[config.mk]
export PLATFORM = sky130hd
export DESIGN_NAME = sdc_reg_master
export DESIGN_NICKNAME = d
export VERILOG_FILES = /design/src/rtl/sdc_reg_master.sv
export SDC_FILE = /design/constraint.sdc
export NUM_CORES = 1
export LEC_CHECK = 0
export ABC_AREA = 1
export BUFFER_PORTS_ARGS = -buffer_cell sky130_fd_sc_hd__buf_2
export CORE_MARGIN = 2
export CORE_UTILIZATION = 41
export CTS_BUF_LIST = sky130_fd_sc_hd__clkbuf_4 sky130_fd_sc_hd__clkbuf_8 sky130_fd_sc_hd__clkbuf_16
export DETAILED_ROUTE_END_ITERATION = 10
export PLACE_DENSITY = 0.76
export SLEW_MARGIN = 20
export SYNTH_ARGS = -nofsm -noshare
export SYNTH_HDL_FRONTEND = slang
export SYNTH_SLANG_ARGS = --single-unit
[constraint.sdc]
create_clock -name wb_clk_i -period 1.3 [get_ports wb_clk_i]
set_input_delay 0.26 -clock wb_clk_i [delete_from_list [all_inputs] [get_ports wb_clk_i]]
set_output_delay 0.26 -clock wb_clk_i [all_outputs]
set_load 0.01 [all_outputs]
[src/rtl/sdc_reg_master.sv]
// sdc_reg_master: Wishbone classic single-transfer register master.
// Optional bus timeout is compiled in with SDC_REG_MASTER_TIMEOUT_EN.
module sdc_reg_master #(
  parameter int AW             = 8,
  parameter int DW             = 32,
  parameter int TIMEOUT_CYCLES = 256
) (
  input  logic          wb_clk_i,
  input  logic          wb_rst_n_i,
  input  logic          cmd_valid_i,
  output logic          cmd_ready_o,
  input  logic          cmd_we_i,
  input  logic [AW-1:0] cmd_adr_i,
  input  logic [DW-1:0] cmd_dat_i,
  input  logic [3:0]    cmd_sel_i,
  output logic          rsp_valid_o,
  input  logic          rsp_ready_i,
  output logic [DW-1:0] rsp_dat_o,
  output logic          rsp_err_o,
  output logic [AW-1:0] wb_adr_o,
  output logic [DW-1:0] wb_dat_o,
  output logic [3:0]    wb_sel_o,
  output logic          wb_we_o,
  output logic          wb_cyc_o,
  output logic          wb_stb_o,
  input  logic [DW-1:0] wb_dat_i,
  input  logic          wb_ack_i
);

  typedef enum logic [1:0] {
    IDLE,
    BUS,
    RESP
  } state_t;

  localparam logic [DW-1:0] TMO_DAT = DW'(32'hDEAD_BEEF);

  state_t state;
  state_t state_nxt;

  logic accept;
  logic ack;
  logic tmo;
  logic bus_done;
  logic rsp_done;

  assign accept   = (state == IDLE) && cmd_ready_o && cmd_valid_i;
  assign ack      = (state == BUS) && wb_ack_i;
  assign bus_done = ack || tmo;
  assign rsp_done = (state == RESP) && rsp_valid_o && rsp_ready_i;

  always_comb begin
    state_nxt = state;
    unique case (1'b1)
      accept:   state_nxt = BUS;
      ack, tmo: state_nxt = RESP;
      rsp_done: state_nxt = IDLE;
      default:  state_nxt = state;
    endcase
  end

  always_ff @(posedge wb_clk_i or negedge wb_rst_n_i) begin
    if (!wb_rst_n_i) begin
      state <= IDLE;
    end else begin
      state <= state_nxt;
    end
  end

  // cmd_ready is a flop so it stays low through reset and rises one edge later
  always_ff @(posedge wb_clk_i or negedge wb_rst_n_i) begin
    if (!wb_rst_n_i) begin
      cmd_ready_o <= 1'b0;
      wb_adr_o    <= '0;
      wb_dat_o    <= '0;
      wb_sel_o    <= '0;
      wb_we_o     <= 1'b0;
      wb_cyc_o    <= 1'b0;
      wb_stb_o    <= 1'b0;
      rsp_valid_o <= 1'b0;
      rsp_dat_o   <= '0;
    end else begin
      cmd_ready_o <= (state_nxt == IDLE);
      if (accept) begin
        wb_adr_o <= cmd_adr_i;
        wb_dat_o <= cmd_dat_i;
        wb_sel_o <= cmd_sel_i;
        wb_we_o  <= cmd_we_i;
        wb_cyc_o <= 1'b1;
        wb_stb_o <= 1'b1;
      end
      if (bus_done) begin
        wb_cyc_o    <= 1'b0;
        wb_stb_o    <= 1'b0;
        rsp_valid_o <= 1'b1;
        if (tmo) begin
          rsp_dat_o <= TMO_DAT;
        end else if (wb_we_o) begin
          rsp_dat_o <= '0;
        end else begin
          rsp_dat_o <= wb_dat_i;
        end
      end
      if (rsp_done) begin
        rsp_valid_o <= 1'b0;
      end
    end
  end

`ifdef SDC_REG_MASTER_TIMEOUT_EN
  localparam int CW = $clog2(TIMEOUT_CYCLES + 1);
  localparam logic [CW-1:0] TMO_LAST = CW'(TIMEOUT_CYCLES - 1);

  logic [CW-1:0] tmo_cnt;
  logic          err_q;

  // the edge that would bring the count to TIMEOUT_CYCLES ends the cycle
  assign tmo = (state == BUS) && !wb_ack_i && (tmo_cnt == TMO_LAST);

  always_ff @(posedge wb_clk_i or negedge wb_rst_n_i) begin
    if (!wb_rst_n_i) begin
      tmo_cnt <= '0;
      err_q   <= 1'b0;
    end else begin
      if (accept) begin
        tmo_cnt <= '0;
      end else if ((state == BUS) && !wb_ack_i) begin
        tmo_cnt <= tmo_cnt + 1'b1;
      end
      if (bus_done) begin
        err_q <= tmo;
      end
    end
  end

  assign rsp_err_o = err_q;
`else
  logic unused_tmo;

  assign tmo        = 1'b0;
  assign rsp_err_o  = 1'b0;
  assign unused_tmo = ^TIMEOUT_CYCLES;
`endif

endmodule

==> flow_summary.yaml <==
logic_synthesis:
  ys_ff_latch: 82
  ys.warnings.count: 0
  ys_seq_area_share_pct: 62.7
  syn_area_per_cell_um2: 9.07
  yosysUniqueCellTypes: 16
  synth_top_area_share_pct: 62.7
  syn_nets: 443
  synthCells: 361
  synth_area_leaders: "dfrtp_1, nand2_1, nand3_1"
  synth_area_mm2: 0.00327
  yosysTopAreaCell: "dfrtp_1"
critical_path:
  cp_data_arrival_time_ns: 1.41
  crit_path_cell_trace: "nor2_4 > nand2_1 > buf_4 > nand2_1 > nand2_1"
  end_kind: "register"
  critPathLaunchType: "register"
  worstSetupPathType: "register to register"
  critPathMaxFanout: 32
  r2r-start: "state[0]"
  rr_endpoint: "wb_dat_o[30]"
  rr_worst_depth: 5
  path_buf_inv: 1
  critPathSlowestCell: "dfrtp_1"
  r2r_slack_ns: 0.11
  critPathRequiredTime_ns: 1.53
  cpMostUsedCell: "nand2_1"
  crit_family: "flip-flops"
  slowest_delay_ns: 0.45
grt:
  grt_usage_pct: 18.2
  grt_pass1_wl_um: 12600
  grt_pass1_vias: 2715
  antenna_found_initial: 0
  grt_max_degree: 83
  overflow: 0
placement:
  port_buffers: 162
  dp_hpwl_um: 5570
  place_congestion: 0.758
worst_hold_path:
  worstHoldEndpoint: "wb_dat_o[24]"
  hp-start: "cmd_dat_i[24]"
  hp-class: "input pin to register"
  holdPathStages: 3
drt:
  routed_via_density: 4.72
  drt_iter0_drc: 81
  routed_wl_um: 7960
  antenna_left: 0
  wl_per_cell_um: 12.7
  post-route-drc-count: 0
  dr.pass1.iters: 4
  vias: 2957
layout:
  area_delta_synth_final_pct: 35.0
  antenna-diode-count: 0
  fin_nets: 601
  layout-drive-gt1-share_pct: 36.5
  multiInputGateArea_mm2: 0.00104
  nFillCells: 691
  register_area_mm2: 0.00205
pwr:
  p_leak_uw: 0.00256
  p_int_uw: 6640
  fin_total_pwr_uw: 10900
  power.density_mw_per_mm2: 2460
  clkPwrFrac_pct: 18.8
  power_frac_comb_pct: 40.5
  p_sw_share_pct: 38.9
  ir_drop_mv: 1.01
  p_seq_share_pct: 40.7
  p_sw_uw: 4220
floorplan:
  die-area_mm2: 0.00872
  num_io_pins: 164
  initial_core_util_pct: 42.4
  fp-row-count: 32
  fp.dieH_um: 93.4
  core_mm2: 0.00773
  die_w_um: 93.4
clock_network:
  cts_buffers: 9
  cts.path.max_buffers: 2
  clk_latency_ns: 0.34
  cts_root_buf: "clkbuf_8"
  path_clk_slew_ns: 0.08
  clock_sinks: 82
  cts_max_level: 3
  cts_tree: "yes"
sta:
  finalCritPeriodShare_pct: 91.2
  report.final.slew_viol_count: 0
  rsz0062_at_grt: "false"
  setup_tns_ns: 0
  setup-violations-final: 0
  hold_violations: 0
  whs_ns: 0.144
  skew_ns: 0.00741
  clock.fmax_mhz: 843
  period_needed_ns: 1.19
run:
  drv_cap: 0
outcome:
  status: "complete, no violations"
-- cell usage after synthesis --
master,count
nand2_1,162
dfrtp_1,82
nand3_1,47
o21ai_1,32
clkbuf_1,8
buf_2,7
buf_6,5
inv_1,5
buf_4,4
inv_2,2
o21ai_0,2
clkbuf_2,1
conb_1,1
nor2_1,1
nor2_4,1
o21bai_1,1
-- layout by cell type, fill, tap and decap left out, drive strengths merged, types with 2 or more instances in the layout --
cell,instances
buf,171
nand2,162
dfrtp,82
nand3,47
o21ai,34
clkbuf,10
inv,7
clkinv,3
bufinv,2
nor2,2
-- final cells by class --
cell class                 instances  area share, %
inverter                           7          0.595
timing repair buffer             172           21.3
multi-input combinational        247           23.6
clock buffer                      10           3.11
sequential                        82           46.4
tap                              102           2.89
clock inverter                     6           2.04
-- worst register-to-register path: stages, from the launching register on --
cell     delay [ns]
dfrtp_1        0.45
nor2_4         0.14
nand2_1        0.09
buf_4          0.24
nand2_1        0.10
nand2_1        0.05
-- timing repair --
item | in CTS | in global routing
hold endpoints to repair | 82 | 0
setup buffers | 0 | 0
setup endpoints to repair | 0 | 0
hold buffers | 1 | 0
gates resized for setup | 0 | 0
-- power by group through the flow --
stage / logic [uW] / clock network [uW] / registers, uW
final: 4400 / 2050 / 4420
after global routing: 4950 / 2220 / 4560
after CTS: 4470 / 2100 / 4430
after detailed placement: 4480 / 0 / 4450
after global placement: 4320 / 0 / 4410
after floorplan: 1990 / 0 / 4970
-- worst max-delay path by stage --
stage                         from  depth (start not counted)           end
after floorplan           state[1]                          6  wb_dat_o[10]
after global placement    state[1]                          5   wb_sel_o[1]
after detailed placement  state[0]                          5  wb_dat_o[20]
after CTS                 state[1]                          5  wb_dat_o[19]
after global routing      state[1]                          5   wb_adr_o[4]
final                     state[0]                          5  wb_dat_o[30]
-- cell families (layout without fill, tap and decap cells) --
family          after synthesis  after routing  synth area share, %
compound gates               35             35                 5.43
other cells                   1              1                0.115
buf+inv                      32            195                 5.58
simple gates                211            211                 26.2
flops                        82             82                 62.7
-- metrics by stage --
| step | utilization (%) | worst slack (ns) | cell area (um^2) | std cells |
|---|---|---|---|---|
| global route | 57.2 | 0.0220 | 4420 | 626 |
| detailed placement | 54.1 | 0.124 | 4180 | 609 |
| CTS | 57.2 | 0.114 | 4420 | 626 |
| global placement | 54.1 | 0.174 | 4180 | 609 |
| floorplan | - | 0.113 | 3270 | 361 |
| finish | 57.2 | 0.114 | 4420 | 626 |
-- sequential cells by signal (all words and copies together) (netlist names) --
| register | count |
|---|---|
| cmd_ready_o | 1 |
| rsp_dat_o | 32 |
| wb_cyc_o | 1 |
| state | 2 |
| wb_dat_o | 32 |
| wb_we_o | 1 |
| rsp_valid_o | 1 |
| wb_sel_o | 4 |
| wb_adr_o | 8 |
-- per-layer routing --
metal  track usage (%)  up-vias  routed length [um]
li1                  -     1459                   -
met5                 0        -                   0
met3              4.27       15                 570
met4              7.97        0                 144
met1              22.8     1371                3400
met2              30.3      112                3840
Power figures use the tool's default switching activity.
